==> src/rtl/apb_pkg.sv <==
`default_nettype none
// ============================================================================
//  Module      : apb_pkg
//  Description : Shared types and default widths for the APB master bridge
//                and the APB RAM slaves it drives.
//  Revision    : 1.0  initial release
// ============================================================================
package apb_pkg;

    // Default bus widths; the bridge and interface take these as defaults.
    localparam int APB_ADDR_W = 8;
    localparam int APB_DATA_W = 8;

    // Bridge sequencer states.
    typedef enum logic [1:0] {
        IDLE   = 2'b00,
        SETUP  = 2'b01,
        ACCESS = 2'b10
    } state_t;

    // Bus phase as seen by a slave from its PSEL/PENABLE pair.
    typedef enum logic [1:0] {
        PHASE_IDLE    = 2'b00,
        PHASE_SETUP   = 2'b01,
        PHASE_ACCESS  = 2'b10,
        PHASE_INVALID = 2'b11
    } apb_phase_t;

    // Classify a slave's view of the bus; PENABLE without PSEL is illegal.
    function automatic apb_phase_t apb_phase(input logic psel, input logic penable);
        apb_phase_t ph;
        case ({psel, penable})
            2'b00:   ph = PHASE_IDLE;
            2'b10:   ph = PHASE_SETUP;
            2'b11:   ph = PHASE_ACCESS;
            default: ph = PHASE_INVALID;
        endcase
        return ph;
    endfunction

endpackage
`default_nettype wire

==> src/rtl/apb_master_bridge_if.sv <==
`default_nettype none
// ============================================================================
//  Module      : apb_master_bridge_if
//  Description : Local request/response bus plus APB master-side signals of
//                the bridge. The master modport is the bridge itself; the
//                slave modport is its environment (requester + APB slaves,
//                whose PRDATA/PREADY arrive already muxed).
//  Revision    : 1.0  initial release
// ============================================================================
interface apb_master_bridge_if
    import apb_pkg::*;
#(
    parameter int ADDRESS = APB_ADDR_W,
    parameter int DATA    = APB_DATA_W
);

    // Local request side
    logic               req_valid;
    logic               req_ready;
    logic               req_write;
    logic [ADDRESS-1:0] req_addr;
    logic [DATA-1:0]    req_wdata;

    // Local response side
    logic               rsp_valid;
    logic [DATA-1:0]    rsp_rdata;
    logic               rsp_err;

    // APB side
    logic               PSEL1;
    logic               PSEL2;
    logic               PENABLE;
    logic               PWRITE;
    logic [ADDRESS-1:0] PADDR;
    logic [DATA-1:0]    PWDATA;
    logic [DATA-1:0]    PRDATA;
    logic               PREADY;

    modport master (
        input  req_valid, req_write, req_addr, req_wdata, PRDATA, PREADY,
        output req_ready, rsp_valid, rsp_rdata, rsp_err,
        output PSEL1, PSEL2, PENABLE, PWRITE, PADDR, PWDATA
    );

    modport slave (
        output req_valid, req_write, req_addr, req_wdata, PRDATA, PREADY,
        input  req_ready, rsp_valid, rsp_rdata, rsp_err,
        input  PSEL1, PSEL2, PENABLE, PWRITE, PADDR, PWDATA
    );

endinterface
`default_nettype wire

==> src/rtl/apb_addr_decoder.sv <==
`default_nettype none
// ============================================================================
//  Module      : apb_addr_decoder
//  Description : Two-way APB slave select from the address MSB. Purely
//                combinational; the parent registers the selects.
//  Revision    : 1.0  initial release
// ============================================================================
module apb_addr_decoder (
    input  wire  addr_msb,
    input  wire  active,
    output logic psel1,
    output logic psel2
);

    // MSB low -> slave 1, MSB high -> slave 2; nothing selected when idle.
    always_comb begin
        psel1 = active & ~addr_msb;
        psel2 = active &  addr_msb;
    end

endmodule
`default_nettype wire

==> src/rtl/apb_master_bridge.sv <==
`default_nettype none
// ============================================================================
//  Module      : apb_master_bridge
//  Description : Single-outstanding APB master. Accepts one valid/ready
//                request, runs SETUP then ACCESS until PREADY, and returns
//                a one-cycle response. All bus outputs are registered.
//  Config      : APB_TIMEOUT_EN - abort ACCESS after TIMEOUT cycles without
//                PREADY and flag rsp_err. Undefined: wait forever, rsp_err=0.
//  Revision    : 1.0  initial release
// ============================================================================
module apb_master_bridge
    import apb_pkg::*;
#(
    parameter int ADDRESS = APB_ADDR_W,
    parameter int DATA    = APB_DATA_W,
    parameter int TIMEOUT = 16
) (
    input  wire                 PCLK,
    input  wire                 PRESETn,
    apb_master_bridge_if.master bus
);

    state_t             r_state;
    state_t             w_state_next;
    logic [ADDRESS-1:0] r_paddr,     w_paddr_next;
    logic [DATA-1:0]    r_pwdata,    w_pwdata_next;
    logic               r_pwrite,    w_pwrite_next;
    logic               r_penable,   w_penable_next;
    logic               r_psel1,     w_psel1_next;
    logic               r_psel2,     w_psel2_next;
    logic               r_rsp_valid, w_rsp_valid_next;
    logic [DATA-1:0]    r_rsp_rdata, w_rsp_rdata_next;

`ifdef APB_TIMEOUT_EN
    localparam int                 c_CNT_W    = $clog2(TIMEOUT + 1);
    localparam logic [c_CNT_W-1:0] c_TERMINAL = c_CNT_W'(TIMEOUT);

    logic [c_CNT_W-1:0] r_cnt, w_cnt_next;
    logic               r_rsp_err, w_rsp_err_next;
`else
    // TIMEOUT only matters when the abort counter is built.
    logic unused_timeout;
    assign unused_timeout = (TIMEOUT != 0);
`endif

    // Selects are decoded from the next address/state so they can be
    // registered alongside PADDR and appear in the same cycle as SETUP.
    apb_addr_decoder u_decoder (
        .addr_msb (w_paddr_next[ADDRESS-1]),
        .active   (w_state_next != IDLE),
        .psel1    (w_psel1_next),
        .psel2    (w_psel2_next)
    );

    // Next-state and next-output logic for the SETUP/ACCESS sequence.
    always_comb begin
        w_state_next     = r_state;
        w_paddr_next     = r_paddr;
        w_pwdata_next    = r_pwdata;
        w_pwrite_next    = r_pwrite;
        w_penable_next   = 1'b0;
        w_rsp_valid_next = 1'b0;
        w_rsp_rdata_next = '0;
`ifdef APB_TIMEOUT_EN
        w_cnt_next       = r_cnt;
        w_rsp_err_next   = 1'b0;
`endif
        case (r_state)
            IDLE: begin
                if (bus.req_valid) begin
                    w_paddr_next  = bus.req_addr;
                    w_pwdata_next = bus.req_wdata;
                    w_pwrite_next = bus.req_write;
                    w_state_next  = SETUP;
                end
            end
            SETUP: begin
                w_penable_next = 1'b1;
                w_state_next   = ACCESS;
`ifdef APB_TIMEOUT_EN
                w_cnt_next     = '0;
`endif
            end
            ACCESS: begin
                if (bus.PREADY) begin
                    // PREADY takes priority over a coincident terminal count.
                    w_state_next     = IDLE;
                    w_rsp_valid_next = 1'b1;
                    w_rsp_rdata_next = r_pwrite ? '0 : bus.PRDATA;
                end else begin
                    w_penable_next = 1'b1;
`ifdef APB_TIMEOUT_EN
                    w_cnt_next = r_cnt + 1'b1;
                    if (w_cnt_next == c_TERMINAL) begin
                        w_state_next     = IDLE;
                        w_penable_next   = 1'b0;
                        w_rsp_valid_next = 1'b1;
                        w_rsp_err_next   = 1'b1;
                    end
`endif
                end
            end
            default: begin
                w_state_next = IDLE;
            end
        endcase
    end

    // State and registered bus outputs; reset clears everything at once.
    always_ff @(posedge PCLK or negedge PRESETn) begin
        if (!PRESETn) begin
            r_state     <= IDLE;
            r_paddr     <= '0;
            r_pwdata    <= '0;
            r_pwrite    <= 1'b0;
            r_penable   <= 1'b0;
            r_psel1     <= 1'b0;
            r_psel2     <= 1'b0;
            r_rsp_valid <= 1'b0;
            r_rsp_rdata <= '0;
`ifdef APB_TIMEOUT_EN
            r_cnt       <= '0;
            r_rsp_err   <= 1'b0;
`endif
        end else begin
            r_state     <= w_state_next;
            r_paddr     <= w_paddr_next;
            r_pwdata    <= w_pwdata_next;
            r_pwrite    <= w_pwrite_next;
            r_penable   <= w_penable_next;
            r_psel1     <= w_psel1_next;
            r_psel2     <= w_psel2_next;
            r_rsp_valid <= w_rsp_valid_next;
            r_rsp_rdata <= w_rsp_rdata_next;
`ifdef APB_TIMEOUT_EN
            r_cnt       <= w_cnt_next;
            r_rsp_err   <= w_rsp_err_next;
`endif
        end
    end

    // Ready depends only on the state register, never on req_* directly.
    assign bus.req_ready = (r_state == IDLE);
    assign bus.rsp_valid = r_rsp_valid;
    assign bus.rsp_rdata = r_rsp_rdata;
`ifdef APB_TIMEOUT_EN
    assign bus.rsp_err   = r_rsp_err;
`else
    assign bus.rsp_err   = 1'b0;
`endif
    assign bus.PSEL1     = r_psel1;
    assign bus.PSEL2     = r_psel2;
    assign bus.PENABLE   = r_penable;
    assign bus.PWRITE    = r_pwrite;
    assign bus.PADDR     = r_paddr;
    assign bus.PWDATA    = r_pwdata;

endmodule
`default_nettype wire

==> src/flat_wrapper.sv <==
// flat-port wrapper written by rule: the top's interface ports become plain ports
module apb_master_bridge_flat import apb_pkg::*;
#(
    parameter int ADDRESS = APB_ADDR_W,
    parameter int DATA    = APB_DATA_W,
    parameter int TIMEOUT = 16
)
  (PCLK, PRESETn, bus_req_valid, bus_req_write, bus_req_addr, bus_req_wdata, bus_PRDATA, bus_PREADY, bus_req_ready, bus_rsp_valid, bus_rsp_rdata, bus_rsp_err, bus_PSEL1, bus_PSEL2, bus_PENABLE, bus_PWRITE, bus_PADDR, bus_PWDATA);
  apb_master_bridge_if #(.ADDRESS(ADDRESS), .DATA(DATA)) bus_i ();
  input  wire PCLK;
  input  wire PRESETn;
  input wire logic [$bits(bus_i.req_valid)-1:0] bus_req_valid;
  input wire logic [$bits(bus_i.req_write)-1:0] bus_req_write;
  input wire logic [$bits(bus_i.req_addr)-1:0] bus_req_addr;
  input wire logic [$bits(bus_i.req_wdata)-1:0] bus_req_wdata;
  input wire logic [$bits(bus_i.PRDATA)-1:0] bus_PRDATA;
  input wire logic [$bits(bus_i.PREADY)-1:0] bus_PREADY;
  output wire logic [$bits(bus_i.req_ready)-1:0] bus_req_ready;
  output wire logic [$bits(bus_i.rsp_valid)-1:0] bus_rsp_valid;
  output wire logic [$bits(bus_i.rsp_rdata)-1:0] bus_rsp_rdata;
  output wire logic [$bits(bus_i.rsp_err)-1:0] bus_rsp_err;
  output wire logic [$bits(bus_i.PSEL1)-1:0] bus_PSEL1;
  output wire logic [$bits(bus_i.PSEL2)-1:0] bus_PSEL2;
  output wire logic [$bits(bus_i.PENABLE)-1:0] bus_PENABLE;
  output wire logic [$bits(bus_i.PWRITE)-1:0] bus_PWRITE;
  output wire logic [$bits(bus_i.PADDR)-1:0] bus_PADDR;
  output wire logic [$bits(bus_i.PWDATA)-1:0] bus_PWDATA;
  assign bus_i.req_valid = bus_req_valid;
  assign bus_i.req_write = bus_req_write;
  assign bus_i.req_addr = bus_req_addr;
  assign bus_i.req_wdata = bus_req_wdata;
  assign bus_i.PRDATA = bus_PRDATA;
  assign bus_i.PREADY = bus_PREADY;
  assign bus_req_ready = bus_i.req_ready;
  assign bus_rsp_valid = bus_i.rsp_valid;
  assign bus_rsp_rdata = bus_i.rsp_rdata;
  assign bus_rsp_err = bus_i.rsp_err;
  assign bus_PSEL1 = bus_i.PSEL1;
  assign bus_PSEL2 = bus_i.PSEL2;
  assign bus_PENABLE = bus_i.PENABLE;
  assign bus_PWRITE = bus_i.PWRITE;
  assign bus_PADDR = bus_i.PADDR;
  assign bus_PWDATA = bus_i.PWDATA;
  apb_master_bridge #(.ADDRESS(ADDRESS), .DATA(DATA), .TIMEOUT(TIMEOUT)) u_core (.PCLK(PCLK), .PRESETn(PRESETn), .bus(bus_i));
endmodule
==> config.mk <==
export PLATFORM = sky130hd
export DESIGN_NAME = apb_master_bridge_flat
export DESIGN_NICKNAME = d
export VERILOG_FILES = /design/src/rtl/apb_pkg.sv /design/src/rtl/apb_master_bridge_if.sv /design/src/rtl/apb_addr_decoder.sv /design/src/rtl/apb_master_bridge.sv /design/src/flat_wrapper.sv
export SDC_FILE = /design/constraint.sdc
export NUM_CORES = 1
export LEC_CHECK = 0
export ABC_CLOCK_PERIOD_IN_PS = 2200
export CORE_MARGIN = 4
export CORE_UTILIZATION = 35
export CTS_CLUSTER_SIZE = 12
export DETAILED_ROUTE_END_ITERATION = 10
export GPL_TIMING_DRIVEN = 0
export PLACE_DENSITY = 0.71
export SLEW_MARGIN = 20
export SYNTH_ARGS = -nofsm -noshare
export SYNTH_HDL_FRONTEND = slang
export SYNTH_SLANG_ARGS = --single-unit
==> constraint.sdc <==
create_clock -name PCLK -period 2.2 [get_ports PCLK]
set_input_delay 0.33 -clock PCLK [delete_from_list [all_inputs] [get_ports PCLK]]
set_output_delay 0.33 -clock PCLK [all_outputs]
set_load 0.01 [all_outputs]
== Word-level counts from Yosys, hierarchy flattened ==
Cells that the tools add are included.

* Register bits: 31
* Bits of input ports: 29
* Output and inout port bits: 31
* Word-level logic and storage cells: 30

* Eq/ne operators: 2
* Mux-type cells: 12
* Bitwise operators: 3
* Reduce and logical (&&, ||, !) cells: 3

{| class="wikitable"
|+ Operator list
! cell !! number
|-
| 8-bit 2-to-1 mux || 5
|-
| 2-bit case mux with 3 select lines || 1
|-
| 2-bit 2-to-1 mux || 2
|-
| 1-bit 2-to-1 mux || 3
|-
| 1-bit AND || 2
|-
| 2-bit by 1-bit equality test with 1-bit output, second input constant || 1
|-
| 2-bit equality test, second input constant || 1
|-
| 2-bit zero test || 1
|-
| 1-bit case mux with 2 select lines || 1
|-
| 2-bit AND reduction || 1
|-
| 2-bit nonzero test || 1
|-
| 1-bit NOT || 1
|}

== Depth between registers and ports, before layout ==
Gate-level depths: netlist of run 1.

* Word-level depth: 4
* Gate-level depth with buffers: 5
* Gate-level depth less buffers: 5

== Modules after synthesis ==
Synthesis of run 1 repeated with hierarchy kept, for this count alone.

* Cell total of the unflattened synthesis: 84
* Area, all modules: 1277.5 um^2

{| class="wikitable"
|+ By module, submodules not included
! module !! times used !! cells an instance !! area an instance (um^2) !! seq. area each (um^2)
|-
| apb_master_bridge || 1 || 82 || 1261.2 || 775.7
|-
| apb_addr_decoder || 1 || 2 || 16.3 || 0.0
|}

== Worst setup path after synthesis of run 1 ==
No wires, ideal clock.

* Kind: register -> register
* Start point: reg u_core.r_state[0]
* End point: reg u_core.r_paddr[0] (netlist: u_core.bus.PADDR[0])
* Setup time: 0.125 ns
* Data arrival time: 1.265 ns
* Required time: 2.075 ns
* Setup slack: 0.811 ns
* Stages on the path, launching flop included: 6
* Path buffers: 1
* Period minus slack after synthesis: 1.389 ns
* Path through: dfrtp_1 inv_1 ha_1 nand2_4 buf_6 mux2_2

* Word-level cells in the longest chain between the ends: 2

{| class="wikitable"
|+ RTL lines
! item !! line !! source
|-
| start: declaration || apb_master_bridge.sv:23 || <nowiki>state_t r_state;</nowiki>
|-
| start signal: assignment || apb_master_bridge.sv:126 || <nowiki>r_state <= w_state_next;</nowiki>
|-
| 2-bit zero test || apb_master_bridge.sv:68 || <nowiki>case (r_state)</nowiki>
|-
| 2-bit AND reduction (no line) || - ||
|-
| end signal: assignment || apb_master_bridge.sv:127 || <nowiki>r_paddr <= w_paddr_next;</nowiki>
|-
| end: declaration || apb_master_bridge.sv:25 || <nowiki>logic [ADDRESS-1:0] r_paddr, w_paddr_next;</nowiki>
|}

Every way passes these cells.
A chain may end at the register's enable or synchronous reset.

== Worst setup path after layout of run 1 ==
* Start point: reg u_core.r_state[0]
* End point: out bus_req_ready

* Word-level cells in the longest chain between the ends: 1

{| class="wikitable"
|+ RTL lines
! item !! line !! source
|-
| 2-bit zero test || apb_master_bridge.sv:143 || <nowiki>assign bus.req_ready = (r_state == IDLE);</nowiki>
|-
| end: declaration || flat_wrapper.sv:18 || <nowiki>output wire logic [$bits(bus_i.req_ready)-1:0] bus_req_ready;</nowiki>
|}

Every way passes these cells.

==> results of run 1 <==
## placed cells by master (no fill, tap or decap), types with 2 or more instances in the layout
master	instances
and2_1	9
clkbuf_4	5
clkbuf_8	2
clkdlybuf4s50_1	57
dfrtp_1	31
ha_1	5
inv_1	4
mux2_2	16
## power by group through the flow
stage	clock network [mW]	logic [mW]	registers [mW]
2_1_floorplan	0	0.415	0.985
3_3_place_gp	0	1.04	0.883
3_5_place_dp	0	1.06	0.899
4_1_cts	0.386	1.06	0.888
5_1_grt	0.412	1.13	0.914
6_report	0.367	1.04	0.885
## metrics by stage
stage                     power, mW  setup WS, ns  hold WS, ns
after floorplan                1.40         0.811       0.0344
after global placement         1.92         0.254        0.486
after detailed placement       1.96         0.579        0.420
after CTS                      2.34         0.259       0.0626
after global routing           2.45         0.178       0.0795
final                          2.29         0.271       0.0365
## metal layers
metal / up-vias / wire (um) / GRT usage
li1: 399 / - / -
met1: 397 / 979 / 0.134
met2: 35 / 1220 / 0.194
met3: 4 / 240 / 0.0616
met4: 0 / 36 / 0.0532
met5: - / 0 / 0
## registers in the layout, summed over array words and instances (netlist names)
register	count
u_core.bus.PSEL1	1
u_core.bus.PENABLE	1
u_core.bus.PSEL2	1
u_core.bus.PWRITE	1
u_core.bus.PWDATA	8
u_core.bus.PADDR	8
u_core.r_state	2
u_core.bus.rsp_rdata	8
u_core.bus.rsp_valid	1
## final timing paths
check / startpoint / end / cells after the start
worst max-delay path: u_core.r_state[0] / bus_req_ready / 3
worst min-delay path: PRESETn / u_core.bus.PADDR[3] / 1
worst max register to register: u_core.r_state[0] / u_core.bus.PADDR[6] / 5
worst min register to register: u_core.bus.PADDR[0] / u_core.bus.PADDR[0] / 1
max in group asynchronous: PRESETn / u_core.bus.PWDATA[6] / 1
min in group PCLK: u_core.bus.PADDR[0] / u_core.bus.PADDR[0] / 1
## kinds of logic after synthesis
family,count (synthesis),synth area share
muxes,17,0.158
DFF,31,0.629
AOI/OAI and AO/OA,7,0.0518
adders and majority gates,5,0.0508
and+or+nand+nor,14,0.0792
other,1,0.00304
buffers and inverters,6,0.0274
## layout make-up
| cell class | instances | area [sq um] |
|---|---|---|
| fillers | 302 | 1430 |
| flip-flops and latches | 31 | 776 |
| repair buffers | 58 | 576 |
| multi-input cells | 44 | 423 |
| clock buffers | 8 | 68.8 |
| well taps | 46 | 57.6 |
| plain buffers | 2 | 18.8 |
| inverters | 4 | 15.0 |
==> impl_metrics.ini, run 1 <==
[synth]
synthTopCellsByCount = dfrtp_1 (31), mux2_2 (16), and2_1 (9)
synthArstFlopShare = 1.00
netlist_area_sq_um = 1230
yosysMostFrequentCell = dfrtp_1
seq_area_frac_synth = 0.629
ys_types = 21
synth_enable_flop_cells = 0
ys_seq_elements = 31
synth-warning-count = 0
synth_ff_type = dfrtp_1
yosysTopAreaCellShare = 0.629
syn_nets = 115
netlist_instances = 81
netlist_top_cells_area = dfrtp_1 (63%), mux2_2 (15%), ha_1 (5.1%)
synth_top_cell_by_area = dfrtp_1
syn_area_per_cell_sq_um = 15.2

[detailed_routing]
routed_wl_mm = 2.48
postRouteAntennaNets = 0
drc = 0
dr.pass1.iters = 4
wl_per_cell_um = 12.8
vias_per_cell = 4.33
vias = 835
dr.first_iter.drc_count = 25

[worst_setup_path]
crit_buf_inv = 2
cp-end-kind = output port
worstPathMaxFanout = 5
crit_arrival_ns = 1.60
start_kind = flip-flop
reg2reg_slack_ns = 0.64
critPathSlowestCell = clkdlybuf4s50_1
cp_top_family = buffers and inverters
path_class = flip-flop to output port
max_stage_delay_ns = 0.53
crit_path_cell_trace = inv_1 -> ha_1 -> clkdlybuf4s50_1
worstPathRequired_ns = 1.87

[cells_and_area]
post-route-util = 0.575
drive_above_1_share = 0.211
area_delta_synth_final_pct = 57.0
n_antenna_cell = 0
nets = 180
final_cells = 193
design_area_sq_um = 1930

[floorplanning]
die_width_um = 67.3
start_util = 0.366
io_pins = 60
die_h_um = 67.3
core_sq_um = 3360
die-area_sq_um = 4530
num_rows = 21

[power]
intPower_mw = 1.62
power_density_nw_per_um2 = 1190
clkPwrFrac = 0.160
p_sw_mw = 0.680
pwr-share-seq = 0.386
ir_worst_vdd_mv = 0.709
swShare = 0.296
combPwrFrac = 0.454
leakage_nw = 0.866

[sta]
hold_viol_final = 0
fin_skew_ns = 0.00737
fmax_mhz = 518
worst_pin_slew_ns = 0.673
post-route-period-util = 0.877
setup_viol = 0
tns_ns = 0
slew_viol_final = 0
rsz0062_at_grt = no
layout_min_cycle_time_ns = 1.93
max-slew-margin-rel = 0.552

[global_route]
grt_max_degree = 32
grt_pass1_wl_mm = 3.98
grt_usage = 0.121
antenna_found_initial = 0
overflow = 0
first_global_vias = 895

[clock_network]
cts_tree = done
cts_resized = 0
cts_made_buffers = 5
clkSinkCount = 31
clk_latency_ns = 0.31
hold_buffers = 0
clock_tree.htree_level_count = 2
clockBufferDepth = 2
post-cts-setup-buffers = 0
clkTransAtPathRegs_ns = 0.09
cts_root_buf = clkbuf_4

[min_path]
min_path_type = input port to asynchronous set/reset pin

[run]
max-cap-violations = 0

[placed_design]
place.port_buffers = 58
placedInstanceArea_sq_um = 1870
placedCellCount = 185
place.gp.congestion = 0.679
dpl.hpwl_mm = 1.91

[outcome]
status = completed
Note: power is estimated with default switching activity, not from simulation.
==> run 2: changes to the inputs <==
--- a/config.mk
+++ b/config.mk
@@ -8,11 +8,11 @@
 export ABC_CLOCK_PERIOD_IN_PS = 2200
 export CORE_MARGIN = 4
 export CORE_UTILIZATION = 35
+export CTS_BUF_LIST = sky130_fd_sc_hd__clkbuf_8 sky130_fd_sc_hd__clkbuf_16
 export CTS_CLUSTER_SIZE = 12
 export DETAILED_ROUTE_END_ITERATION = 10
 export GPL_TIMING_DRIVEN = 0
 export PLACE_DENSITY = 0.71
-export SLEW_MARGIN = 20
 export SYNTH_ARGS = -nofsm -noshare
 export SYNTH_HDL_FRONTEND = slang
 export SYNTH_SLANG_ARGS = --single-unit
==> impl_metrics.ini, run 2 (synthesized netlist as in run 1, its figures left out) <==
[outcome]
status = completed

[worst_setup_path]
max_stage_delay_ns = 0.53
critPathSlowestCell = clkdlybuf4s50_1
cp-end-kind = output port
start_kind = flip-flop
worstPathMaxFanout = 5
crit_arrival_ns = 1.54
r2r_start = u_core.r_state[0]
path_class = flip-flop to output port
crit_path_cell_trace = inv_1 -> ha_1 -> clkdlybuf4s50_1
critPathLaunch = u_core.r_state[0]
worstPathRequired_ns = 1.87

[sta]
layout_min_cycle_time_ns = 1.87
max-slew-margin-rel = 0.548
slew_viol_final = 0
fin_skew_ns = 0.00158
rsz0062_at_grt = no
hold_viol_final = 0
fmax_mhz = 534
setup_viol = 0
worst_pin_slew_ns = 0.679
post-route-period-util = 0.851
tns_ns = 0

[detailed_routing]
routed_wl_mm = 2.54
postRouteAntennaNets = 0
wl_per_cell_um = 13.2
top_layer = met4
dr.first_iter.drc_count = 26
wl_met2_mm = 1.25
drc = 0
dr.pass1.iters = 2
vias_per_cell = 4.26
wl_met3_um = 292
vias = 823
met1Wirelength_um = 957

[cells_and_area]
drive_above_1_share = 0.211
final_common_cell = clkdlybuf4s50_1
layout_common_cells = clkdlybuf4s50_1 (57), dfrtp_1 (31), mux2_2 (16), and2_1 (9), clkbuf_8 (7)
n_antenna_cell = 0
nets = 180
fillers = 305
area_delta_synth_final_pct = 59.5
post-route-util = 0.584

[global_route]
grt_max_degree = 32
antenna_found_initial = 0
grt_pass1_wl_mm = 4.00
grt_usage = 0.126
overflow = 0
first_global_vias = 908

[placed_design]
dpl.hpwl_mm = 1.95
place.gp.congestion = 0.679
place.port_buffers = 58

[floorplanning]
num_rows = 21
io_pins = 60
start_util = 0.366
core_sq_um = 3360
die_width_um = 67.3
die_h_um = 67.3
die-area_sq_um = 4530

[power]
leakage_nw = 0.883
ir_worst_vdd_mv = 0.529
power_density_nw_per_um2 = 1220

[run]
max-cap-violations = 0

[clock_network]
clock_tree.htree_level_count = 2
post-cts-setup-buffers = 0
cts_resized = 0
clockBufferDepth = 2
cts_root_buf = clkbuf_8
clkSinkCount = 31
cts_tree = done
cts_made_buffers = 5
clk_latency_ns = 0.27
clkTransAtPathRegs_ns = 0.06
hold_buffers = 0

[min_path]
min_path_type = input port to asynchronous set/reset pin
-- run 2: cell types whose count changed in the layout (fill, tap and decap cells not counted) --
cell	change
clkbuf_4	-5
clkbuf_8	+5
clkbuf_1	-1
inv_1	+1
-- run 2: final cells by class --
class                           instances  area (sq um)  share of cell area
Buffer                                  2          18.8             0.00955
Clock buffer                            7          96.3              0.0490
Sequential cell                        31           776               0.395
Inverter                                4          15.0             0.00764
Tap cell                               46          57.6              0.0293
Timing Repair Buffer                   58           576               0.293
Clock inverter                          1          3.75             0.00191
Multi-Input combinational cell         44           423               0.215
-- run 2: worst paths after layout --
kind                                       endpoint  slack (ns)  cells after the start
worst max register to register  u_core.bus.PADDR[6]        0.66                      5
worst max-delay path                  bus_req_ready        0.33                      3
worst min register to register  u_core.bus.PADDR[0]        0.50                      1
min in group PCLK               u_core.bus.PADDR[0]        0.50                      1
worst min-delay path            u_core.bus.PADDR[3]        0.09                      1
max in group asynchronous       u_core.bus.PADDR[0]        1.67                      1
-- run 2: metrics by stage --
stage	hold slack, ns	cells	instance area (sq um)	worst slack, ns	total power, mW
5_1_grt	0.136	193	1970	0.246	2.57
6_report	0.0909	193	1970	0.327	2.41
2_1_floorplan	0.0344	81	1230	0.811	1.40
3_3_place_gp	0.486	185	1870	0.254	1.92
3_5_place_dp	0.495	185	1870	0.207	1.96
4_1_cts	0.510	193	1970	0.307	2.46
-- run 2: per-layer routing --
metal | up-vias | track usage
met4 | 0 | 0.0608
met5 | - | 0
met1 | 388 | 0.132
met3 | 4 | 0.0849
li1 | 394 | -
met2 | 37 | 0.193
-- run 2: report_power, final --
| group | internal [mW] | leakage [nW] | total (mW) | switching [mW] |
|---|---|---|---|---|
| clock network | 0.280 | 0.0557 | 0.476 | 0.195 |
| registers | 0.781 | 0.389 | 0.885 | 0.104 |
| logic | 0.648 | 0.439 | 1.05 | 0.398 |
| total | 1.71 | 0.883 | 2.41 | 0.697 |
-- run 2: worst max-delay path, delay by kind of cell (launching register included) --
kind	cells	cell delay, ns
adder cells (fa/ha/maj)	1	0.18
buffers and inverters	2	0.66
flip-flops	1	0.42
